File: config.mk
export PLATFORM = sky130hd
export DESIGN_NAME = bank_cmd_sequencer_flat
export DESIGN_NICKNAME = d
export VERILOG_FILES = /design/src/rtl/bank_cmd_sequencer_pkg.sv /design/src/rtl/bank_cmd_sequencer_if.sv /design/src/rtl/bank_cmd_sequencer_ras_timer.sv /design/src/rtl/bank_cmd_sequencer.sv /design/src/flat_wrapper.sv
export SDC_FILE = /design/constraint.sdc
export NUM_CORES = 1
export LEC_CHECK = 0
export CORE_MARGIN = 8
export CORE_UTILIZATION = 25
export DETAILED_ROUTE_END_ITERATION = 8
export GPL_TIMING_DRIVEN = 0
export PLACE_DENSITY = 0.4
export SETUP_SLACK_MARGIN = 0.4
export SLEW_MARGIN = 40
export SYNTH_ARGS = -nofsm -noshare
export SYNTH_HDL_FRONTEND = slang
export SYNTH_SLANG_ARGS = --single-unit
File: constraint.sdc
create_clock -name clk -period 2.9 [get_ports clk]
set_input_delay 0.58 -clock clk [delete_from_list [all_inputs] [get_ports clk]]
set_output_delay 0.58 -clock clk [all_outputs]
set_load 0.005 [all_outputs]
File: src/rtl/bank_cmd_sequencer_pkg.sv
`default_nettype none
// ============================================================================
// Module      : bank_cmd_sequencer_pkg
// Description : Shared types for the DRAM bank command sequencer.
// Revision    : 1.0 - initial release
// ============================================================================
`ifndef BA_BITS
`define BA_BITS 2
`endif

package bank_cmd_sequencer_pkg;

    localparam int BA_BITS = `BA_BITS;
    localparam int NB      = 1 << BA_BITS;
    localparam int ROW_W   = 8;
    localparam int COL_W   = 8;
    localparam int ADDR_W  = ROW_W + COL_W;

    typedef enum logic [2:0] {
        SCH_NOP       = 3'd0,
        SCH_ACTIVE    = 3'd1,
        SCH_READ      = 3'd2,
        SCH_WRITE     = 3'd3,
        SCH_RDA       = 3'd4,
        SCH_WRA       = 3'd5,
        SCH_PRECHARGE = 3'd6,
        SCH_REFRESH   = 3'd7
    } sch_cmd_t;

    // r_w = 1 selects a read, 0 a write
    typedef struct packed {
        logic               r_w;
        logic [ROW_W-1:0]   row;
        logic [COL_W-1:0]   col;
        logic [BA_BITS-1:0] bank;
        logic               auto_precharge;
    } command_t;

    typedef struct packed {
        sch_cmd_t           command;
        logic [ADDR_W-1:0]  addr;
        logic [BA_BITS-1:0] bank;
    } issue_fifo_cmd_in_t;

    typedef enum logic [3:0] {
        S_IDLE        = 4'd0,
        S_PRE         = 4'd1,
        S_WAIT_RP     = 4'd2,
        S_ACT         = 4'd3,
        S_WAIT_RCD    = 4'd4,
        S_RW          = 4'd5,
        S_REF_PRE     = 4'd6,
        S_REF_WAIT_RP = 4'd7,
        S_REF         = 4'd8,
        S_WAIT_RFC    = 4'd9
    } seq_state_t;

    function automatic sch_cmd_t rw_cmd(input logic r_w, input logic ap);
        if (r_w) return ap ? SCH_RDA : SCH_READ;
        return ap ? SCH_WRA : SCH_WRITE;
    endfunction

endpackage

`default_nettype wire

File: src/rtl/bank_cmd_sequencer_if.sv
`default_nettype none
// ============================================================================
// Module      : bank_cmd_sequencer_if
// Description : Host command, issue FIFO and refresh handshakes of the sequencer.
// Revision    : 1.0 - initial release
// ============================================================================
interface bank_cmd_sequencer_if;

    logic                                         cmd_valid;
    logic                                         cmd_ready;
    bank_cmd_sequencer_pkg::command_t             cmd_in;
    logic                                         iss_valid;
    logic                                         iss_ready;
    bank_cmd_sequencer_pkg::issue_fifo_cmd_in_t   iss_cmd;
    logic                                         ref_req;
    logic                                         ref_ack;
    logic                                         busy;

    modport master (
        output cmd_valid, cmd_in, iss_ready, ref_req,
        input  cmd_ready, iss_valid, iss_cmd, ref_ack, busy
    );

    modport slave (
        input  cmd_valid, cmd_in, iss_ready, ref_req,
        output cmd_ready, iss_valid, iss_cmd, ref_ack, busy
    );

endinterface

`default_nettype wire

File: src/rtl/bank_cmd_sequencer_ras_timer.sv
`default_nettype none
// ============================================================================
// Module      : bank_ras_timer
// Description : Per-bank tRAS down-counter with load, decrement and zero flag.
// Revision    : 1.0 - initial release
// ============================================================================
module bank_ras_timer #(
    parameter int CNT_W  = 6,
    parameter int T_LOAD = 9
) (
    input  wire logic clk,
    input  wire logic rst,
    input  wire logic i_load,
    input  wire logic i_dec,
    output logic      o_zero
);

    localparam logic [CNT_W-1:0] c_load = CNT_W'(T_LOAD);

    logic [CNT_W-1:0] r_cnt;

    always_ff @(posedge clk or posedge rst) begin
        if (rst) begin
            r_cnt <= '0;
        end else if (i_load) begin
            r_cnt <= c_load;
        end else if (i_dec && (r_cnt != '0)) begin
            r_cnt <= r_cnt - CNT_W'(1);
        end
    end

    assign o_zero = (r_cnt == '0);

endmodule

`default_nettype wire

File: src/rtl/bank_cmd_sequencer.sv
`default_nettype none
// ============================================================================
// Module      : bank_cmd_sequencer
// Description : Turns host DRAM requests into timed bank commands (open-page).
// Revision    : 1.0 - initial release
// ============================================================================
module bank_cmd_sequencer
    import bank_cmd_sequencer_pkg::*;
#(
    parameter int T_RCD = 4,
    parameter int T_RP  = 4,
    parameter int T_RAS = 10,
    parameter int T_RFC = 30,
    parameter int CNT_W = 6
) (
    input  wire logic             clk,
    input  wire logic             rst,
    bank_cmd_sequencer_if.slave   bus
);

    // Wait states last T-1 cycles so the follow-on command is valid at transfer+T
    localparam logic [CNT_W-1:0]   c_rcd_ld  = CNT_W'(T_RCD - 2);
    localparam logic [CNT_W-1:0]   c_rp_ld   = CNT_W'(T_RP - 2);
    localparam logic [CNT_W-1:0]   c_rfc_ld  = CNT_W'(T_RFC - 1);
    localparam logic [BA_BITS-1:0] c_last_ba = BA_BITS'(NB - 1);

    seq_state_t          r_state, w_state_nxt;
    command_t            r_cmd;
    logic [CNT_W-1:0]    r_wait, w_wait_nxt;
    logic [BA_BITS-1:0]  r_scan, w_scan_nxt;
    logic                r_any_pre, w_any_pre_nxt;
    logic                r_rp_to_idle, w_rp_to_idle_nxt;
    logic [NB-1:0]       r_open;
    logic [ROW_W-1:0]    r_row [NB];

    logic                w_cmd_ready;
    logic                w_accept;
    logic                w_act_en;
    logic                w_close_en;
    logic [BA_BITS-1:0]  w_close_bank;
    logic [NB-1:0]       w_ras_zero;
    logic                w_iss_valid;
    issue_fifo_cmd_in_t  w_iss_cmd;
    logic                w_ref_ack;
    logic [ADDR_W-1:0]   w_cmd_addr;

    assign w_cmd_ready = (r_state == S_IDLE) && !bus.ref_req && !rst;
    assign w_accept    = w_cmd_ready && bus.cmd_valid;
    assign w_cmd_addr  = {r_cmd.row, r_cmd.col};

    // Loaded with T_RAS-1 so the zero flag is first seen at ACT transfer + T_RAS
    for (genvar b = 0; b < NB; b++) begin : g_bank
        bank_ras_timer #(
            .CNT_W  (CNT_W),
            .T_LOAD (T_RAS - 1)
        ) u_ras (
            .clk    (clk),
            .rst    (rst),
            .i_load (w_act_en && (r_cmd.bank == BA_BITS'(b))),
            .i_dec  (1'b1),
            .o_zero (w_ras_zero[b])
        );
    end

    always_comb begin
        w_state_nxt      = r_state;
        w_wait_nxt       = (r_wait != '0) ? r_wait - CNT_W'(1) : '0;
        w_scan_nxt       = r_scan;
        w_any_pre_nxt    = r_any_pre;
        w_rp_to_idle_nxt = r_rp_to_idle;
        w_act_en         = 1'b0;
        w_close_en       = 1'b0;
        w_close_bank     = r_cmd.bank;
        w_iss_valid      = 1'b0;
        w_iss_cmd        = '0;
        w_ref_ack        = 1'b0;

        case (r_state)
            S_IDLE: begin
                if (bus.ref_req) begin
                    w_state_nxt   = S_REF_PRE;
                    w_scan_nxt    = '0;
                    w_any_pre_nxt = 1'b0;
                end else if (w_accept) begin
                    if (!r_open[bus.cmd_in.bank])
                        w_state_nxt = S_ACT;
                    else if (r_row[bus.cmd_in.bank] == bus.cmd_in.row)
                        w_state_nxt = S_RW;
                    else
                        w_state_nxt = S_PRE;
                end
            end
            S_PRE: begin
                w_iss_valid       = w_ras_zero[r_cmd.bank];
                w_iss_cmd.command = SCH_PRECHARGE;
                w_iss_cmd.addr    = w_cmd_addr;
                w_iss_cmd.bank    = r_cmd.bank;
                if (w_ras_zero[r_cmd.bank] && bus.iss_ready) begin
                    w_close_en       = 1'b1;
                    w_rp_to_idle_nxt = 1'b0;
                    w_wait_nxt       = c_rp_ld;
                    w_state_nxt      = S_WAIT_RP;
                end
            end
            S_WAIT_RP: begin
                if (r_wait == '0)
                    w_state_nxt = r_rp_to_idle ? S_IDLE : S_ACT;
            end
            S_ACT: begin
                w_iss_valid       = 1'b1;
                w_iss_cmd.command = SCH_ACTIVE;
                w_iss_cmd.addr    = w_cmd_addr;
                w_iss_cmd.bank    = r_cmd.bank;
                if (bus.iss_ready) begin
                    w_act_en    = 1'b1;
                    w_wait_nxt  = c_rcd_ld;
                    w_state_nxt = S_WAIT_RCD;
                end
            end
            S_WAIT_RCD: begin
                if (r_wait == '0)
                    w_state_nxt = S_RW;
            end
            S_RW: begin
                w_iss_cmd.command = rw_cmd(r_cmd.r_w, r_cmd.auto_precharge);
                w_iss_cmd.addr    = w_cmd_addr;
                w_iss_cmd.bank    = r_cmd.bank;
                if (r_cmd.auto_precharge) begin
                    w_iss_valid = w_ras_zero[r_cmd.bank];
                    if (w_ras_zero[r_cmd.bank] && bus.iss_ready) begin
                        w_close_en       = 1'b1;
                        w_rp_to_idle_nxt = 1'b1;
                        w_wait_nxt       = c_rp_ld;
                        w_state_nxt      = S_WAIT_RP;
                    end
                end else begin
                    w_iss_valid = 1'b1;
                    if (bus.iss_ready)
                        w_state_nxt = S_IDLE;
                end
            end
            S_REF_PRE: begin
                // One bank per cycle; open banks hold the scan until their PRE transfers
                if (r_open[r_scan]) begin
                    w_iss_valid       = w_ras_zero[r_scan];
                    w_iss_cmd.command = SCH_PRECHARGE;
                    w_iss_cmd.addr    = w_cmd_addr;
                    w_iss_cmd.bank    = r_scan;
                    if (w_ras_zero[r_scan] && bus.iss_ready) begin
                        w_close_en    = 1'b1;
                        w_close_bank  = r_scan;
                        w_any_pre_nxt = 1'b1;
                        if (r_scan == c_last_ba) begin
                            w_wait_nxt  = c_rp_ld;
                            w_state_nxt = S_REF_WAIT_RP;
                        end else begin
                            w_scan_nxt = r_scan + BA_BITS'(1);
                        end
                    end
                end else if (r_scan == c_last_ba) begin
                    if (r_any_pre) begin
                        w_wait_nxt  = c_rp_ld;
                        w_state_nxt = S_REF_WAIT_RP;
                    end else begin
                        w_state_nxt = S_REF;
                    end
                end else begin
                    w_scan_nxt = r_scan + BA_BITS'(1);
                end
            end
            S_REF_WAIT_RP: begin
                if (r_wait == '0)
                    w_state_nxt = S_REF;
            end
            S_REF: begin
                w_iss_valid       = 1'b1;
                w_iss_cmd.command = SCH_REFRESH;
                if (bus.iss_ready) begin
                    w_wait_nxt  = c_rfc_ld;
                    w_state_nxt = S_WAIT_RFC;
                end
            end
            S_WAIT_RFC: begin
                if (r_wait == '0) begin
                    w_ref_ack   = 1'b1;
                    w_state_nxt = S_IDLE;
                end
            end
            default: w_state_nxt = S_IDLE;
        endcase
    end

    always_ff @(posedge clk or posedge rst) begin
        if (rst) begin
            r_state      <= S_IDLE;
            r_cmd        <= '0;
            r_wait       <= '0;
            r_scan       <= '0;
            r_any_pre    <= 1'b0;
            r_rp_to_idle <= 1'b0;
        end else begin
            r_state      <= w_state_nxt;
            r_wait       <= w_wait_nxt;
            r_scan       <= w_scan_nxt;
            r_any_pre    <= w_any_pre_nxt;
            r_rp_to_idle <= w_rp_to_idle_nxt;
            if (w_accept)
                r_cmd <= bus.cmd_in;
        end
    end

    always_ff @(posedge clk or posedge rst) begin
        if (rst) begin
            r_open <= '0;
            for (int b = 0; b < NB; b++)
                r_row[b] <= '0;
        end else begin
            if (w_act_en) begin
                r_open[r_cmd.bank] <= 1'b1;
                r_row[r_cmd.bank]  <= r_cmd.row;
            end
            if (w_close_en)
                r_open[w_close_bank] <= 1'b0;
        end
    end

    assign bus.cmd_ready = w_cmd_ready;
    assign bus.iss_valid = w_iss_valid;
    assign bus.iss_cmd   = w_iss_cmd;
    assign bus.ref_ack   = w_ref_ack;
    assign bus.busy      = (r_state != S_IDLE);

endmodule

`default_nettype wire

File: src/flat_wrapper.sv
// flat-port wrapper written by rule: the top's interface ports become plain ports
module bank_cmd_sequencer_flat import bank_cmd_sequencer_pkg::*;
#(
    parameter int T_RCD = 4,
    parameter int T_RP  = 4,
    parameter int T_RAS = 10,
    parameter int T_RFC = 30,
    parameter int CNT_W = 6
)
  (clk, rst, bus_cmd_valid, bus_cmd_in, bus_iss_ready, bus_ref_req, bus_cmd_ready, bus_iss_valid, bus_iss_cmd, bus_ref_ack, bus_busy);
  bank_cmd_sequencer_if bus_i ();
  input  wire logic clk;
  input  wire logic rst;
  input wire logic [$bits(bus_i.cmd_valid)-1:0] bus_cmd_valid;
  input wire logic [$bits(bus_i.cmd_in)-1:0] bus_cmd_in;
  input wire logic [$bits(bus_i.iss_ready)-1:0] bus_iss_ready;
  input wire logic [$bits(bus_i.ref_req)-1:0] bus_ref_req;
  output wire logic [$bits(bus_i.cmd_ready)-1:0] bus_cmd_ready;
  output wire logic [$bits(bus_i.iss_valid)-1:0] bus_iss_valid;
  output wire logic [$bits(bus_i.iss_cmd)-1:0] bus_iss_cmd;
  output wire logic [$bits(bus_i.ref_ack)-1:0] bus_ref_ack;
  output wire logic [$bits(bus_i.busy)-1:0] bus_busy;
  assign bus_i.cmd_valid = bus_cmd_valid;
  assign bus_i.cmd_in = bus_cmd_in;
  assign bus_i.iss_ready = bus_iss_ready;
  assign bus_i.ref_req = bus_ref_req;
  assign bus_cmd_ready = bus_i.cmd_ready;
  assign bus_iss_valid = bus_i.iss_valid;
  assign bus_iss_cmd = bus_i.iss_cmd;
  assign bus_ref_ack = bus_i.ref_ack;
  assign bus_busy = bus_i.busy;
  bank_cmd_sequencer #(.T_RCD(T_RCD), .T_RP(T_RP), .T_RAS(T_RAS), .T_RFC(T_RFC), .CNT_W(CNT_W)) u_core (.clk(clk), .rst(rst), .bus(bus_i));
endmodule
==> results of run 1 <==
[power groups by stage]
stage               logic (mW)  registers [mW]  clock network, mW
finish                    4.49            2.39               1.31
global route              4.89            2.46               1.40
CTS                       4.28            2.37               1.34
detailed placement        3.06            2.36                  0
global placement          3.01            2.34                  0
floorplan                 2.14            2.22                  0
[layer usage]
metal	vias up	part of all wire [%]	wire, µm	track usage, %
li1	2185	-	-	-
met1	2272	44	7390	16.3
met2	121	49	8160	21.9
met3	40	3.6	594	1.97
met4	0	3.0	491	5.77
met5	-	0	0	0
[flip-flops by register name, indices dropped and copies added (netlist names)]
name	count
u_core.g_bank.u_ras.r_cnt	24
u_core.r_rp_to_idle	1
u_core.r_scan	2
u_core.r_cmd	20
u_core.r_state	4
u_core.r_open	4
u_core.r_row	32
u_core.r_wait	6
u_core.r_any_pre	1
[placed cells by master (no fill, tap or decap), types with 5 or more instances in the layout]
| cell type | netlist | layout |
|---|---|---|
| a211oi_1 | 10 | 8 |
| a21oi_1 | 26 | 22 |
| buf_2 | 7 | 27 |
| buf_4 | 1 | 58 |
| buf_6 | 1 | 24 |
| buf_8 | 0 | 5 |
| clkbuf_1 | 16 | 8 |
| clkbuf_16 | 0 | 9 |
| clkdlybuf4s50_1 | 0 | 22 |
| dfrtp_1 | 94 | 89 |
| dfrtp_2 | 0 | 5 |
| ha_1 | 10 | 5 |
| inv_1 | 19 | 6 |
| inv_2 | 0 | 12 |
| mux2_2 | 36 | 36 |
| mux2i_1 | 7 | 7 |
| mux4_2 | 9 | 9 |
| nand2_1 | 80 | 76 |
| nand2b_1 | 9 | 9 |
| nand3_1 | 20 | 20 |
| nand3b_1 | 7 | 7 |
| nor2_1 | 35 | 31 |
| nor2b_1 | 24 | 20 |
| nor3_1 | 18 | 13 |
| nor3_4 | 0 | 6 |
| o21ai_0 | 23 | 16 |
| or3_1 | 6 | 5 |
| xnor2_1 | 16 | 16 |
| xor2_1 | 8 | 8 |
[area by class of cell]
type	instances	area (µm²)
buffer	25	193
tap	275	344
sequential	94	2360
clock inverter	3	68.8
fill	2130	13300
timing repair buffer	132	1200
clock buffer	11	243
multi-input combinational	397	3050
inverter	19	75.1
[through the flow]
step | power, mW | TNS [ns] | util, %
2_1_floorplan | 4.36 | 0 | -
3_3_place_gp | 5.35 | -10.83 | 29.1
3_5_place_dp | 5.43 | -10.05 | 29.7
4_1_cts | 7.99 | 0 | 35.4
5_1_grt | 8.75 | 0 | 36.2
6_report | 8.19 | 0 | 36.2
[critical path, cell delays in order (launching register included)]
cell and delay [ns]:
dfrtp_1 0.40, inv_2 0.09, ha_4 0.13, nor2b_4 0.16, nand2_4 0.08, mux4_2 0.49, o22a_1 0.20, o21ai_2 0.15
buf_2 0.14
[cell families (layout without fill, tap and decap cells)]
group           count (synthesis)  count (layout)
compound gates                 87              87
xor+xnor                       24              24
fa+ha+maj                      10              10
buf+inv                        44             190
flops                          94              94
mux                            52              52
simple gates                  224             224
[what timing repair did]
item | 4_1_cts | 5_1_grt
cloned | 1 | 0
resized for setup | 211 | 28
setup endpoints to repair | 90 | 42
buffers inserted | 67 | 12
pin swaps | 22 | 15
[worst paths after layout]
path | slack, ns | start | endpoint | cells past startpoint
setup / recovery | 0.11 | u_core.g_bank[3].u_ras.r_cnt[1] | bus_iss_valid | 8
hold / removal | 0.47 | u_core.r_row[10] | u_core.r_row[10] | 2
setup reg to reg | 0.32 | u_core.r_state[3] | u_core.r_row[25] | 6
hold reg to reg | 0.47 | u_core.r_row[10] | u_core.r_row[10] | 2
max in group asynchronous | 1.48 | rst | u_core.g_bank[2].u_ras.r_cnt[2] | 5
min in group asynchronous | 0.64 | rst | u_core.r_state[1] | 2
==> metrics.md, run 1 <==
| Metric | Value |
|---|---|
| Max VDD drop | `0.000381 V` |
| Clock share of power | `16.0%` |
| Routed Antenna Nets | `0` |
| Synth Area in XOR/XNOR | `4.01%` |
| Synth warn | `0` |
| H-Tree Depth | `3` |
| Startpoint Class | `flip-flop` |
| Worst Tran Pin Value | `0.677 ns` |
| Critical Path AT | `2.21 ns` |
| Area grow syn2layout | `43.6%` |
| CTS root buf | `clkbuf_16` |
| Reg power frac | `29.1%` |
| Slew Limit Fails | `0` |
| Worst slack, placed | `-0.775 ns` |
| Setup crit end kind | `output port` |
| Logic pwr share | `54.8%` |
| Leakage dissipation | `3.32 nW` |
| Fin Clk Skew | `0.00804 ns` |
| Max cap viols | `0` |
| Fin nets | `713` |
| CTS tree | `built` |
| Via Count | `4618` |
| Initial antenna violation count | `0` |
| Mean routed wirelength per cell | `17.4 µm` |
| Final hold violations | `0` |
| Synth async-reset ratio | `100%` |
| Clock Latency Late Sink | `0.35 ns` |
| Required time of the critical path | `2.32 ns` |
| Most common cell in the synthesized netlist | `dfrtp_1` |
| Worst Hold Slack | `0.470 ns` |
| Vias per cell | `4.83` |
| Main combinational cell family by area after synthesis | `simple AND/OR/NAND/NOR gates` |
| Final WS setup | `0.114 ns` |
| Top cells by area, synth | `dfrtp_1 (45%), mux2_2 (7.7%), nand2_1 (5.7%)` |
| # DRC | `0` |
| Die Y | `161 µm` |
| Drt total wl | `16600 µm` |
| Drt first-iter violations | `293` |
| CTS buffer count | `9` |
| Core area | `20800 µm²` |
| Yosys top cell area share | `44.8%` |
| Io pins | `50` |
| GRT Util Overall | `13.0%` |
| Number of enable flip-flop cells after synthesis | `0` |
| Pint | `5.02 mW` |
| Crit Path Class | `flip-flop to output port` |
| Multiplexer share of the synthesized area | `12.9%` |
| ANT cells | `0` |
| Clock sinks | `94` |
| Cts hold-fix bufs | `0` |
| Post-synth top flop | `dfrtp_1` |
| Final Instance Area | `7530 µm²` |
| Placer Congestion | `0.850` |
| Chip width | `161 µm` |
| Non-filler instance count after layout | `956` |
| Post-synthesis sequential area ratio | `44.8%` |
| RSZ-0062 raised after global routing | `yes` |
| Area after DPL | `6190 µm²` |
| Share of layout cells above drive strength 1 | `36.7%` |
| First-pass iteration count of the detailed router | `7` |
| # rows | `53` |
| CP Max Fanout | `3` |
| Endpoints failing setup | `0` |
| GRT overflow | `0` |
| Adder-cell share of the synthesized area | `2.39%` |
| Flops & latches, synth | `94` |
| Switch Pwr | `3.17 mW` |
| Cell variety after synth | `56` |
| Area leader, netlist | `dfrtp_1` |
| Synth Instances | `535` |
| Rel. slew slack | `54.5%` |
| Die area | `25900 µm²` |
| Final Cycle Share | `96.1%` |
| Commonest cells post-synth | `dfrtp_1 (94), nand2_1 (80), mux2_2 (36), nor2_1 (35), a21oi_1 (26)` |
| Final HPWL DP | `11000 µm` |
| Synth Area in Simple Gates | `21.5%` |
| Min Tclk post-route | `2.79 ns` |
| Syn nets | `570` |
| Outcome | `finished clean` |
| IO buf count | `47` |
| Pin count of the biggest net entering global routing | `21` |
| Power per Cell Area | `1090 nW/µm²` |
| Clock Path Buffers | `2` |
| F_max | `359 MHz` |
| Vias in the first global route | `4891` |
| Worst min path class | `flip-flop to flip-flop` |
| Post-Syn Area per Cell | `9.80 µm²` |
| Initial Utilization | `25.2%` |
| Sw Share | `38.7%` |
| Clk pin slew, worst setup/hold paths | `0.07 ns` |
| Synth Area in Compound Gates | `10.8%` |
| Placed cell count | `862` |
| Post-synthesis instance area | `5250 µm²` |
| First-pass GRT wire length | `27000 µm` |
(Power assumes the default switching activity.)
==> run 2, diff against run 1 <==
--- a/config.mk
+++ b/config.mk
@@ -5,6 +5,7 @@
 export SDC_FILE = /design/constraint.sdc
 export NUM_CORES = 1
 export LEC_CHECK = 0
+export CAP_MARGIN = 20
 export CORE_MARGIN = 8
 export CORE_UTILIZATION = 25
 export DETAILED_ROUTE_END_ITERATION = 8
==> results of run 2 <==
The final DEF is identical to that of run 1; final timing and power are the same.
==> run 3, diff against run 2 <==
--- a/config.mk
+++ b/config.mk
@@ -7,12 +7,13 @@
 export LEC_CHECK = 0
 export CAP_MARGIN = 20
 export CORE_MARGIN = 8
-export CORE_UTILIZATION = 25
+export CORE_UTILIZATION = 52
 export DETAILED_ROUTE_END_ITERATION = 8
 export GPL_TIMING_DRIVEN = 0
-export PLACE_DENSITY = 0.4
+export PLACE_DENSITY = 0.73
 export SETUP_SLACK_MARGIN = 0.4
 export SLEW_MARGIN = 40
 export SYNTH_ARGS = -nofsm -noshare
 export SYNTH_HDL_FRONTEND = slang
 export SYNTH_SLANG_ARGS = --single-unit
+export TNS_END_PERCENT = 10
==> run 3 against run 2 <==
  * Wire length decreased by 15%
  * Critical endpoint is now bus_cmd_ready
  * Core utilization increased by 33 points
  * Register-to-register slack got worse by 0.08 ns
  * Final area decreased by 11%
  * Power decreased by 14%
  * Highest routed layer unchanged
==> metrics.md, run 3 (same netlist as run 1, synthesis figures left out) <==
| Metric | Value |
|---|---|
| Switch Pwr | `2.89 mW (-8.9%)` |
| Crit Path Class | `flip-flop to output port` |
| Min Tclk post-route | `2.77 ns (-0.0147 ns)` |
| Leakage dissipation | `3.00 nW (-9.6%)` |
| Drt total wl | `14200 µm (-15%)` |
| Outcome | `finished clean` |
| Routed Antenna Nets | `0 (unchanged)` |
| Crit path buf inv count | `3 (+1)` |
| Placed cell count | `719 (-17%)` |
| GRT Util Overall | `22.6% (+9.6 points)` |
| Core Util, Final | `68.8% (+33 points)` |
| Vias in the first global route | `4723 (-3.4%)` |
| Most common cell after layout, fill and taps aside | `dfrtp_1` |
| Fin Clk Skew | `0.00792 ns (-0.000119 ns)` |
| Pint | `4.16 mW (-17%)` |
| Non-filler instance count after layout | `773 (-19%)` |
| Vias per cell | `5.82 (+21%)` |
| CP Max Fanout | `10 (+7)` |
| F_max | `361 MHz (+0.53%)` |
| IO buf count | `47 (unchanged)` |
| Final Instance Area | `6720 µm² (-11%)` |
| Total Power | `7.05 mW (-14%)` |
| Area grow syn2layout | `28.2%` |
| Crit-path max cell delay | `0.56 ns (+0.07 ns)` |
| Logic pwr share | `54.0% (-0.8 points)` |
| Max cap viols | `0 (unchanged)` |
| Clock share of power | `12.2% (-3.8 points)` |
| Clk pin slew, worst setup/hold paths | `0.09 ns (+0.02 ns)` |
| CTS root buf | `clkbuf_8` |
| # DRC | `0 (unchanged)` |
| Clock Latency Late Sink | `0.37 ns (+0.02 ns)` |
| Clock sinks | `94 (unchanged)` |
| Multi-input logic area | `2930 µm² (-3.9%)` |
| CTS buffer count | `9 (unchanged)` |
| Final HPWL DP | `9800 µm (-11%)` |
| Mean routed wirelength per cell | `18.3 µm (+5.4%)` |
| Via Count | `4502 (-2.5%)` |
| Startpoint Class | `flip-flop` |
| Setup crit end kind | `output port` |
| # rows | `36 (-32%)` |
| Fin nets | `670 (-6.0%)` |
| Io pins | `50 (unchanged)` |
| Largest Register | `u_core.r_row` |
| Worst Tran Pin Value | `0.734 ns (+0.0567 ns)` |
| Die Y | `116 µm (-28%)` |
| Commonest non-fill, non-tap cells in the layout | `dfrtp_1 (91), nand2_1 (76), mux2_2 (36)` |
| RSZ-0062 raised after global routing | `yes` |
| Endpoints failing setup | `0 (unchanged)` |
| FF/Latch Area | `2360 µm² (-0.11%)` |
| Worst slack, placed | `-0.558 ns (+0.217 ns)` |
| Final hold violations | `0 (unchanged)` |
| Core area | `9770 µm² (-53%)` |
| Slew Limit Fails | `0 (unchanged)` |
| Setup TNS | `0 ns (unchanged)` |
| Clock Path Buffers | `2 (unchanged)` |
| Slowest cell on the critical path | `clkdlybuf4s50_1` |
| Rel. slew slack | `50.8% (-3.7 points)` |
| Area after DPL | `5990 µm² (-3.2%)` |
| Initial antenna violation count | `0 (unchanged)` |
| Required time of the critical path | `2.32 ns (about the same)` |
| Share of layout cells above drive strength 1 | `28.4% (-8.3 points)` |
| Crit path cell chain | `clkbuf_8 -> nor4_4 -> inv_1 -> nor3_1 -> clkdlybuf4s50_1` |
| R2r setup slk | `0.24 ns (-0.08 ns)` |
| Final Cycle Share | `95.6% (-0.51 points)` |
| Critical Path AT | `2.19 ns (-0.02 ns)` |
| H-Tree Depth | `3 (unchanged)` |
| Cell family with most CP delay | `buffers and inverters` |
| First-pass GRT wire length | `23900 µm (-12%)` |
| Final WS setup | `0.129 ns (+0.0147 ns)` |
| Largest register FFs | `32 (unchanged)` |
| ANT cells | `0 (unchanged)` |
| Chip width | `116 µm (-28%)` |
| Pin count of the biggest net entering global routing | `23 (+9.5%)` |
| Fillers | `769 (-64%)` |
| Drt first-iter violations | `295 (+0.68%)` |
| Power per Cell Area | `1050 nW/µm² (-3.6%)` |
| Initial Utilization | `53.7% (+28 points)` |
| Placer Congestion | `0.919 (+8.2%)` |
| Worst min path class | `flip-flop to flip-flop` |
| CTS tree | `built` |
| Max VDD drop | `0.000613 V (+61%)` |
| GRT overflow | `0 (unchanged)` |
| Die area | `13600 µm² (-48%)` |
| First-pass iteration count of the detailed router | `6 (-1)` |
| Worst Hold Slack | `0.483 ns (+0.0130 ns)` |
| Reg power frac | `33.8% (+4.7 points)` |
| Sw Share | `40.9% (+2.2 points)` |
| Top flop regs | `u_core.r_row: 32 flops, u_core.g_bank.u_ras.r_cnt: 24 flops, u_core.r_cmd: 20 flops` |
-- run 3: cell count changes in the layout (fill, tap and decap cells not counted), moves of 3 or more --
cell,change
clkbuf_16,-9
o21ai_2,-3
buf_2,-8
nor2_1,+3
clkdlybuf4s15_1,+3
clkinvlp_4,+3
clkbuf_8,+14
o21ai_0,+4
buf_8,-4
clkdlybuf4s50_1,+4
buf_4,-24
inv_1,+4
buf_6,-17
inv_2,-4
-- run 3: worst register-to-register path, stage by stage, from the launching register on --
cell and delay, ns:
dfrtp_1 0.44, clkbuf_8 0.20, nor2b_2 0.34, nand3_1 0.27, nor3_2 0.59, buf_2 0.36, mux2_2 0.36
-- run 3: final timing paths --
path,from,endpoint,depth (start not counted)
min,u_core.r_row[3],u_core.r_row[3],2
max reg2reg,u_core.r_state[3],u_core.r_row[25],6
min in group asynchronous,rst,u_core.r_wait[1],2
max in group asynchronous,rst,u_core.r_state[2],4
max,u_core.r_state[3],bus_cmd_ready,5
min reg2reg,u_core.r_row[3],u_core.r_row[3],2
-- run 3: final cells by class --
type	count	share of cell area, %
multi-input cells	397	43.6
well taps	133	2.47
inverters	19	1.12
flip-flops and latches	94	35.0
clock buffers	11	2.25
clock inverters	5	0.595
repair buffers	89	12.1
plain buffers	25	2.83
-- run 3: power by group through the flow --
| stage | Sequential (mW) | Combinational (mW) | Clock [mW] |
|---|---|---|---|
| after floorplan | 2.22 | 2.14 | 0 |
| after global placement | 2.32 | 2.92 | 0 |
| after detailed placement | 2.36 | 3.00 | 0 |
| after CTS | 2.37 | 3.72 | 0.872 |
| after global routing | 2.47 | 4.19 | 0.930 |
| final | 2.38 | 3.80 | 0.861 |
-- run 3: repair_timing --
item | CTS | global route
hold buffers | 0 | 0
pin swaps | 15 | 2
gates resized for setup | 152 | 6
cloned | 1 | 0
buffers inserted | 35 | 2
endpoints found under the setup margin | 40 | 41
-- run 3: layer usage --
layer / up-vias / wire [µm] / global-route usage, %
li1: 2078 / - / -
met1: 2220 / 5860 / 28.8
met2: 174 / 7090 / 37.4
met3: 30 / 859 / 3.62
met4: 0 / 357 / 9.59
met5: - / 0 / 0
